==> src/rtl/kyber_pkg.sv <==
// +-----------------------------------------------------------------------+
// | kyber_pkg: ML-KEM constants and helpers shared by the codec datapath  |
// | Rev 1.0                                                               |
// +-----------------------------------------------------------------------+
`timescale 1ns/1ps
`default_nettype none

package kyber_pkg;

    localparam int KYBER_Q = 3329;
    localparam int KYBER_N = 256;

    // 19 bits is the worst-case fill (D-1 leftover bits plus one new byte).
    localparam int ACC_W = 20;
    localparam int CNT_W = 5;

    function automatic int bytes_per_poly(input int d);
        return 32 * d;
    endfunction

endpackage : kyber_pkg

`default_nettype wire

==> src/rtl/byte_decode_if.sv <==
// +-----------------------------------------------------------------------+
// | byte_decode_if: byte-in / coefficient-out valid-ready bundle          |
// | Rev 1.0                                                               |
// +-----------------------------------------------------------------------+
`timescale 1ns/1ps
`default_nettype none

interface byte_decode_if #(
    parameter int D = 10
);

    logic [7:0]   in_data;
    logic         in_valid;
    logic         in_ready;
    logic [D-1:0] out_data;
    logic [7:0]   out_index;
    logic         out_last;
    logic         out_valid;
    logic         out_ready;

    modport master (
        output in_data, in_valid, out_ready,
        input  in_ready, out_data, out_index, out_last, out_valid
    );

    modport slave (
        input  in_data, in_valid, out_ready,
        output in_ready, out_data, out_index, out_last, out_valid
    );

endinterface : byte_decode_if

`default_nettype wire

==> src/rtl/cond_sub_q.sv <==
// +-----------------------------------------------------------------------+
// | cond_sub_q: 12-bit conditional subtraction of q (3329)                |
// | Rev 1.0                                                               |
// +-----------------------------------------------------------------------+
`timescale 1ns/1ps
`default_nettype none

module cond_sub_q
    import kyber_pkg::*;
(
    input  wire logic [11:0] val_i,
    output logic      [11:0] val_o
);

    localparam logic [11:0] c_Q = 12'(KYBER_Q);

    assign val_o = (val_i >= c_Q) ? (val_i - c_Q) : val_i;

endmodule : cond_sub_q

`default_nettype wire

==> src/rtl/byte_decode.sv <==
// +-----------------------------------------------------------------------+
// | byte_decode: little-endian byte stream -> D-bit coefficients          |
// | Option BYTE_DECODE_MODQ_EN: reduce mod q when D == 12. Rev 1.0        |
// +-----------------------------------------------------------------------+
`timescale 1ns/1ps
`default_nettype none

module byte_decode
    import kyber_pkg::*;
#(
    parameter int D = 10
) (
    input  wire logic   clk,
    input  wire logic   rst_n,
    input  wire logic   clear,
    byte_decode_if.slave bus
);

    logic [ACC_W-1:0] acc_q, acc_d;
    logic [CNT_W-1:0] cnt_q, cnt_d;
    logic [7:0]       idx_q, idx_d;

    logic in_ready;
    logic out_valid;
    logic accept;
    logic emit;

    // Load and emit are mutually exclusive by construction of the fill level.
    assign in_ready  = (cnt_q < CNT_W'(D));
    assign out_valid = ~in_ready;
    assign accept    = bus.in_valid & in_ready;
    assign emit      = out_valid & bus.out_ready;

    always_comb begin
        acc_d = acc_q;
        cnt_d = cnt_q;
        idx_d = idx_q;
        if (clear) begin
            acc_d = '0;
            cnt_d = '0;
            idx_d = '0;
        end else if (accept) begin
            acc_d = acc_q | (ACC_W'(bus.in_data) << cnt_q);
            cnt_d = cnt_q + CNT_W'(8);
        end else if (emit) begin
            acc_d = acc_q >> D;
            cnt_d = cnt_q - CNT_W'(D);
            idx_d = idx_q + 8'd1;
        end
    end

    always_ff @(posedge clk or negedge rst_n) begin
        if (!rst_n) begin
            acc_q <= '0;
            cnt_q <= '0;
            idx_q <= '0;
        end else begin
            acc_q <= acc_d;
            cnt_q <= cnt_d;
            idx_q <= idx_d;
        end
    end

    assign bus.in_ready  = in_ready;
    assign bus.out_valid = out_valid;
    assign bus.out_index = idx_q;
    assign bus.out_last  = (idx_q == 8'd255);

`ifdef BYTE_DECODE_MODQ_EN
    generate
        if (D == 12) begin : g_modq
            logic [11:0] w_reduced;

            cond_sub_q u_cond_sub_q (
                .val_i (acc_q[11:0]),
                .val_o (w_reduced)
            );

            assign bus.out_data = w_reduced;
        end else begin : g_raw
            assign bus.out_data = acc_q[D-1:0];
        end
    endgenerate
`else
    assign bus.out_data = acc_q[D-1:0];
`endif

endmodule : byte_decode

`default_nettype wire

==> src/flat_wrapper.sv <==
// flat-port wrapper written by rule: the top's interface ports become plain ports
module byte_decode_flat import kyber_pkg::*;
#(
    parameter int D = 10
)
  (clk, rst_n, clear, bus_in_data, bus_in_valid, bus_out_ready, bus_in_ready, bus_out_data, bus_out_index, bus_out_last, bus_out_valid);
  byte_decode_if #(.D(D)) bus_i ();
  input  wire logic clk;
  input  wire logic rst_n;
  input  wire logic clear;
  input wire logic [$bits(bus_i.in_data)-1:0] bus_in_data;
  input wire logic [$bits(bus_i.in_valid)-1:0] bus_in_valid;
  input wire logic [$bits(bus_i.out_ready)-1:0] bus_out_ready;
  output wire logic [$bits(bus_i.in_ready)-1:0] bus_in_ready;
  output wire logic [$bits(bus_i.out_data)-1:0] bus_out_data;
  output wire logic [$bits(bus_i.out_index)-1:0] bus_out_index;
  output wire logic [$bits(bus_i.out_last)-1:0] bus_out_last;
  output wire logic [$bits(bus_i.out_valid)-1:0] bus_out_valid;
  assign bus_i.in_data = bus_in_data;
  assign bus_i.in_valid = bus_in_valid;
  assign bus_i.out_ready = bus_out_ready;
  assign bus_in_ready = bus_i.in_ready;
  assign bus_out_data = bus_i.out_data;
  assign bus_out_index = bus_i.out_index;
  assign bus_out_last = bus_i.out_last;
  assign bus_out_valid = bus_i.out_valid;
  byte_decode #(.D(D)) u_core (.clk(clk), .rst_n(rst_n), .clear(clear), .bus(bus_i));
endmodule
==> config.mk <==
export PLATFORM = sky130hd
export DESIGN_NAME = byte_decode_flat
export DESIGN_NICKNAME = d
export VERILOG_FILES = /design/src/rtl/kyber_pkg.sv /design/src/rtl/byte_decode_if.sv /design/src/rtl/cond_sub_q.sv /design/src/rtl/byte_decode.sv /design/src/flat_wrapper.sv
export SDC_FILE = /design/constraint.sdc
export NUM_CORES = 1
export LEC_CHECK = 0
export CAP_MARGIN = 20
export CORE_ASPECT_RATIO = 2
export CORE_MARGIN = 1.5
export CORE_UTILIZATION = 45
export DETAILED_ROUTE_END_ITERATION = 16
export PLACE_DENSITY_LB_ADDON = 0.25
export SLEW_MARGIN = 40
export SYNTH_ARGS = -nofsm -noshare
export SYNTH_HDL_FRONTEND = slang
export SYNTH_SLANG_ARGS = --single-unit
==> constraint.sdc <==
create_clock -name clk -period 1.9 [get_ports clk]
set_clock_uncertainty 0.05 [all_clocks]
set_input_delay 0.19 -clock clk [delete_from_list [all_inputs] [get_ports clk]]
set_output_delay 0.19 -clock clk [all_outputs]
set_load 0.1 [all_outputs]
==> results of run 1 <==
[sequential cells by signal, indices dropped and copies added (netlist names)]
name and count:
u_core.acc_q 20, u_core.bus.out_index 8, u_core.cnt_q 4
[cells by family after synthesis]
kind of cell	after synthesis	share of synthesized area (%)
fa+ha+maj	3	1.93
simple gates	76	20.7
buf+inv	33	9.34
flops	32	41.2
xor+xnor	6	2.71
mux	15	7.73
compound gates	44	16.4
[where the power goes]
| part | total (mW) | internal, mW | leakage, nW | switching, mW |
|---|---|---|---|---|
| combinational | 0.921 | 0.298 | 0.653 | 0.624 |
| sequential | 0.776 | 0.739 | 0.422 | 0.0375 |
| clock | 0.663 | 0.388 | 0.0541 | 0.275 |
[cell usage after synthesis, drive strengths merged (3+ instances only)]
master and count:
a2111oi 3, a211oi 8, a21oi 11, a22o 3, and3 3, buf 19
clkbuf 3, dfrtp 32, ha 3, inv 11, mux2i 15, nand2 13
nand2b 9, nor2 27, nor3 10, o21ai 7, xnor2 3, xor2 3
[layout make-up]
| class | instances | share of cell area (%) |
|---|---|---|
| multi-input combinational | 144 | 39.4 |
| sequential | 32 | 31.9 |
| timing repair buffer | 57 | 20.0 |
| clock buffer | 5 | 2.69 |
| tap | 52 | 2.55 |
| inverter | 11 | 1.71 |
| clock inverter | 3 | 1.67 |
[path summary, 6_finish.rpt]
kind / start / endpoint / slack (ns) / cells past startpoint
max in group asynchronous: rst_n / u_core.bus.out_index[1]$_DFFE_PN0P_ / 1.22 / 2
worst min-delay path: rst_n / u_core.acc_q[1]$_DFFE_PN0P_ / 0.25 / 2
worst max register to register: u_core.cnt_q[1]$_DFFE_PN0P_ / u_core.acc_q[10]$_DFFE_PN0P_ / 0.07 / 6
min in group clk: u_core.acc_q[11]$_DFFE_PN0P_ / u_core.acc_q[11]$_DFFE_PN0P_ / 0.45 / 2
worst max-delay path: u_core.cnt_q[1]$_DFFE_PN0P_ / bus_out_valid / 0.03 / 7
worst min register to register: u_core.acc_q[11]$_DFFE_PN0P_ / u_core.acc_q[11]$_DFFE_PN0P_ / 0.45 / 2
[per-stage QoR]
step	cells	total power [mW]	worst slack [ns]	hold slack, ns	cell area, um^2
after floorplan	209	1.48	-0.447	-0.156	2000
after CTS	303	2.36	0.00957	0.259	2520
after global placement	294	1.68	0.0815	0.427	2400
final	304	2.36	0.0305	0.247	2550
after global routing	304	2.46	-0.0247	0.302	2550
after detailed placement	294	1.70	0.0683	0.434	2400
[timing repair]
action                     4_1_cts  5_1_grt
buffers inserted                 1        1
pin swaps                        0        1
gates resized for setup          1        7
cloned                           0        0
setup endpoints to repair        1       13
[metal layers]
layer  share of wire (%)  vias up  global-route usage, %  wire length [um]
met4                 3.5        0                   14.6               176
met2                  54       47                   43.2              2730
met3                 4.1       14                   4.04               207
met5                   0        -                      0                 0
met1                  38      814                   25.2              1900
li1                    -      813                      -                 -
[layout by cell type, fill, tap and decap left out, drive strengths merged, types with 2 or more instances in the layout]
| cell type | count |
|---|---|
| xnor2 | 3 |
| nor4b | 2 |
| a2111oi | 3 |
| o2111ai | 2 |
| nor2 | 27 |
| inv | 11 |
| nand3 | 2 |
| nand2b | 9 |
| mux2i | 15 |
| clkdlybuf4s50 | 12 |
| buf | 45 |
| nand2 | 13 |
| a21oi | 11 |
| o21ai | 7 |
| xor2 | 3 |
| nor3 | 10 |
| ha | 3 |
| dfrtp | 32 |
| nor4 | 2 |
| or3 | 2 |
| and3 | 3 |
| a31oi | 2 |
| a211oi | 8 |
| a22o | 3 |
| clkbuf | 5 |
==> results.json, run 1 <==
{
  "die_h_um": 95.9,
  "grt_overflow": 0,
  "setup_violations": 0,
  "pin_count": 34,
  "max_stage_delay_ns": 0.41,
  "finish.utilization_pct": 61.8,
  "drive_above_1_share_pct": 31.3,
  "vdd.ir_drop.worst_mv": 0.768,
  "critical-path-slowest-cell": "dfrtp_1",
  "multi_input_area_um2": 1010,
  "grtUsageTotal_pct": 23.8,
  "detailed_place_hpwl_um": 3710,
  "die_x_um": 49.5,
  "fin_nets": 267,
  "status": "finished clean",
  "worstSetupStartpointType": "flop",
  "yosysSeqAreaShare_pct": 41.2,
  "hold_class": "in -> async",
  "clk_pin_slew_ns": 0.07,
  "initial_core_util_pct": 47.0,
  "synthArstFlopShare_pct": 100,
  "synth_edf_count": 0,
  "gp_congestion": 0.870,
  "synth_area_leaders": "dfrtp_1, mux2i_1, nor2_1",
  "syn2layout_area_growth_pct": 31.5,
  "ys_types": 47,
  "syn_area_per_cell_um2": 9.29,
  "synth_warnings": 0,
  "drcViolationCount": 0,
  "die_area_um2": 4740,
  "crit_buf_inv": 4,
  "antennaDiodeCount": 0,
  "maxSlewViolCount": 0,
  "slew_headroom_pct": 68.4,
  "end_kind": "output port",
  "cts_hold_buf": 0,
  "synthesis.nets": 225,
  "wl_um": 5020,
  "grt_max_degree": 33,
  "cts_made_buffers": 5,
  "netlist_area_um2": 1940,
  "finalSetupTns_ns": 0,
  "rsz0062_at_grt": "yes",
  "arrival_ns": 1.63,
  "routedWlPerCell_um": 16.5,
  "grt_pass1_wl_um": 8440,
  "netlist_instances": 209,
  "fin_crit_ns": 1.87,
  "cts_tree": "yes",
  "tightestPinTransition_ns": 0.469,
  "antenna_found_initial": 0,
  "cellPowerDensity_nw_per_um2": 924,
  "post_drt_via_cell_ratio": 5.55,
  "ant_nets": 0,
  "first_iter_violations": 43,
  "crit_path_cell_trace": "inv_4 -> ha_4 -> and2b_2 -> buf_6 -> nor2_4 -> inv_2 -> buf_12",
  "crit_type": "reg -> out",
  "leakage_nw": 1.13,
  "rows": 33,
  "crit_family": "buffers and inverters",
  "cts_buffer_depth": 2,
  "core_um2": 4130,
  "firstDrtPassIters": 4,
  "clk-insertion-delay-late_ns": 0.29,
  "num_vias": 1688,
  "yosys.area.top_type": "dfrtp_1",
  "io_buffers": 33,
  "maxClockFrequency_mhz": 535,
  "ys_seq_elements": 32,
  "ctsRootBufferMaster": "clkbuf_8",
  "fillers": 368,
  "synth-main-ff-cell": "dfrtp_1",
  "cp.required_ns": 1.66,
  "drv_cap": 0,
  "period_share_pct": 98.4,
  "seq_area_um2": 816,
  "cts_sinks": 32,
  "grt_pass1_vias": 1813,
  "yosysTopAreaCellShare_pct": 41.2,
  "cp_max_fo": 3,
  "h-tree-depth": 2,
  "finalHoldViolations": 0
}
Note: power is estimated with default switching activity, not from simulation.
==> run 2, diff against run 1 <==
--- a/config.mk
+++ b/config.mk
@@ -10,7 +10,7 @@
 export CORE_MARGIN = 1.5
 export CORE_UTILIZATION = 45
 export DETAILED_ROUTE_END_ITERATION = 16
-export PLACE_DENSITY_LB_ADDON = 0.25
+export PLACE_DENSITY = 0.7
 export SLEW_MARGIN = 40
 export SYNTH_ARGS = -nofsm -noshare
 export SYNTH_HDL_FRONTEND = slang
==> constraint.sdc (replaced) <==
create_clock -name clk -period 1.8 [get_ports clk]
set_clock_uncertainty 0.05 [all_clocks]
set_input_delay 0.18 -clock clk [delete_from_list [all_inputs] [get_ports clk]]
set_output_delay 0.18 -clock clk [all_outputs]
set_load 0.1 [all_outputs]
==> results.json, run 2 (same netlist as run 1, synthesis figures left out) <==
{
  "status": "finished, violations left",
  "violations": "negative setup slack",
  "syn2layout_area_growth_pct": 40.1,
  "drive_above_1_share_pct": 37.0,
  "clk_pin_slew_ns": 0.07,
  "leakage_nw": 1.17,
  "io_buffers": 33,
  "cts_sinks": 32,
  "clk-insertion-delay-late_ns": 0.29,
  "grt_pass1_wl_um": 8230,
  "fin_nets": 272,
  "grt_max_degree": 33,
  "die_area_um2": 4740,
  "fin_crit_ns": 1.83,
  "maxSlewViolCount": 0,
  "first_iter_violations": 39,
  "cts_buffer_depth": 2,
  "vdd.ir_drop.worst_mv": 0.740,
  "finish.utilization_pct": 65.9,
  "crit_family": "buffers and inverters",
  "cp_max_fo": 3,
  "antennaDiodeCount": 0,
  "finalHoldViolations": 0,
  "routedWlPerCell_um": 16.9,
  "layout_setup_ws_ns": -0.0262,
  "cts_hold_buf": 0,
  "cts_tree": "yes",
  "firstDrtPassIters": 4,
  "hold_class": "in -> async",
  "fillers": 345,
  "grt_pass1_vias": 1719,
  "critical-path-slowest-cell": "dfrtp_1",
  "multi_input_area_um2": 1080,
  "end_kind": "output port",
  "drv_cap": 0,
  "gp_congestion": 0.921,
  "crit_path_cell_trace": "inv_2 -> ha_4 -> and2b_2 -> buf_6 -> nor2_4 -> inv_2 -> buf_12",
  "largest-register": "u_core.acc_q",
  "cts_made_buffers": 5,
  "max_stage_delay_ns": 0.39,
  "worstSetupStartpointType": "flop",
  "num_vias": 1726,
  "maxClockFrequency_mhz": 548,
  "rows": 33,
  "final_common_cell": "buf_4",
  "arrival_ns": 1.60,
  "slew_headroom_pct": 72.4,
  "largest_register_ffs": 20,
  "antenna_found_initial": 0,
  "grtUsageTotal_pct": 23.8,
  "wl_um": 5210,
  "worst_path_most_repeated_cell": "inv_2",
  "die_h_um": 95.9,
  "crit_buf_inv": 4,
  "core_um2": 4130,
  "grt_overflow": 0,
  "place_inst": 300,
  "crit_type": "reg -> out",
  "pin_count": 34,
  "ant_nets": 0,
  "drcViolationCount": 0,
  "cellPowerDensity_nw_per_um2": 908,
  "ctsRootBufferMaster": "clkbuf_8",
  "tightestPinTransition_ns": 0.413,
  "seq_area_um2": 816,
  "layout_common_cells": "buf_4, nor2_1, dfrtp_1, nand2_1, clkdlybuf4s50_1",
  "setup_violations": 1,
  "fin_cells": 309,
  "period_share_pct": 101,
  "die_x_um": 49.5,
  "post_drt_via_cell_ratio": 5.59,
  "detailed_place_hpwl_um": 3870,
  "initial_core_util_pct": 47.0,
  "h-tree-depth": 2,
  "rsz0062_at_grt": "yes",
  "cp.required_ns": 1.57
}
run 2: path summary, 6_finish.rpt:
| kind | cells after the start | slack (ns) | startpoint | to |
|---|---|---|---|---|
| hold reg to reg | 2 | 0.45 | u_core.acc_q[14]$_DFFE_PN0P_ | u_core.acc_q[14]$_DFFE_PN0P_ |
| hold / removal | 2 | 0.24 | rst_n | u_core.acc_q[3]$_DFFE_PN0P_ |
| max in group asynchronous | 2 | 1.12 | rst_n | u_core.bus.out_index[1]$_DFFE_PN0P_ |
| min in group clk | 2 | 0.45 | u_core.acc_q[14]$_DFFE_PN0P_ | u_core.acc_q[14]$_DFFE_PN0P_ |
| setup / recovery | 7 | -0.03 | u_core.cnt_q[2]$_DFFE_PN0P_ | bus_out_valid |
| setup reg to reg | 6 | 0.01 | u_core.cnt_q[2]$_DFFE_PN0P_ | u_core.acc_q[10]$_DFFE_PN0P_ |
run 2: area by class of cell:
type,instances,area share (%)
multi-input cells,144,39.8
flip-flops and latches,32,30.0
repair buffers,62,22.8
clock buffers,7,3.17
well taps,52,2.39
inverters,11,1.61
clock inverters,1,0.276
run 2: metrics by stage:
step / area (um^2) / hold slack (ns) / worst slack [ns] / total power [mW] / TNS (ns)
3_3_place_gp: 2530 / 0.430 / 0.0679 / 1.84 / 0
2_1_floorplan: 2020 / -0.166 / -0.540 / 1.57 / -0.842
6_report: 2720 / 0.240 / -0.0262 / 2.47 / -0.0262
3_5_place_dp: 2530 / 0.435 / -0.0356 / 1.84 / -0.0663
4_1_cts: 2650 / 0.254 / -0.0478 / 2.44 / -0.0640
5_1_grt: 2720 / 0.299 / -0.0840 / 2.57 / -0.244
run 2: timing repair:
action / in CTS / in global routing
gates resized for setup: 7 / 16
endpoints found under the setup margin: 7 / 15
buffers inserted: 2 / 0
pin swaps: 1 / 9
run 2: routing by layer:
layer	part of all wire (%)	vias to the layer above	GRT usage, %
li1	-	825	-
met1	36	838	23.4
met2	55	49	44.0
met3	3.9	14	3.88
met4	5.1	0	17.8
met5	0	-	0
run 2: power breakdown:
group	leakage [nW]	internal, mW	switching [mW]
sequential	0.422	0.780	0.0485
combinational	0.701	0.373	0.686
clock	0.0445	0.311	0.272
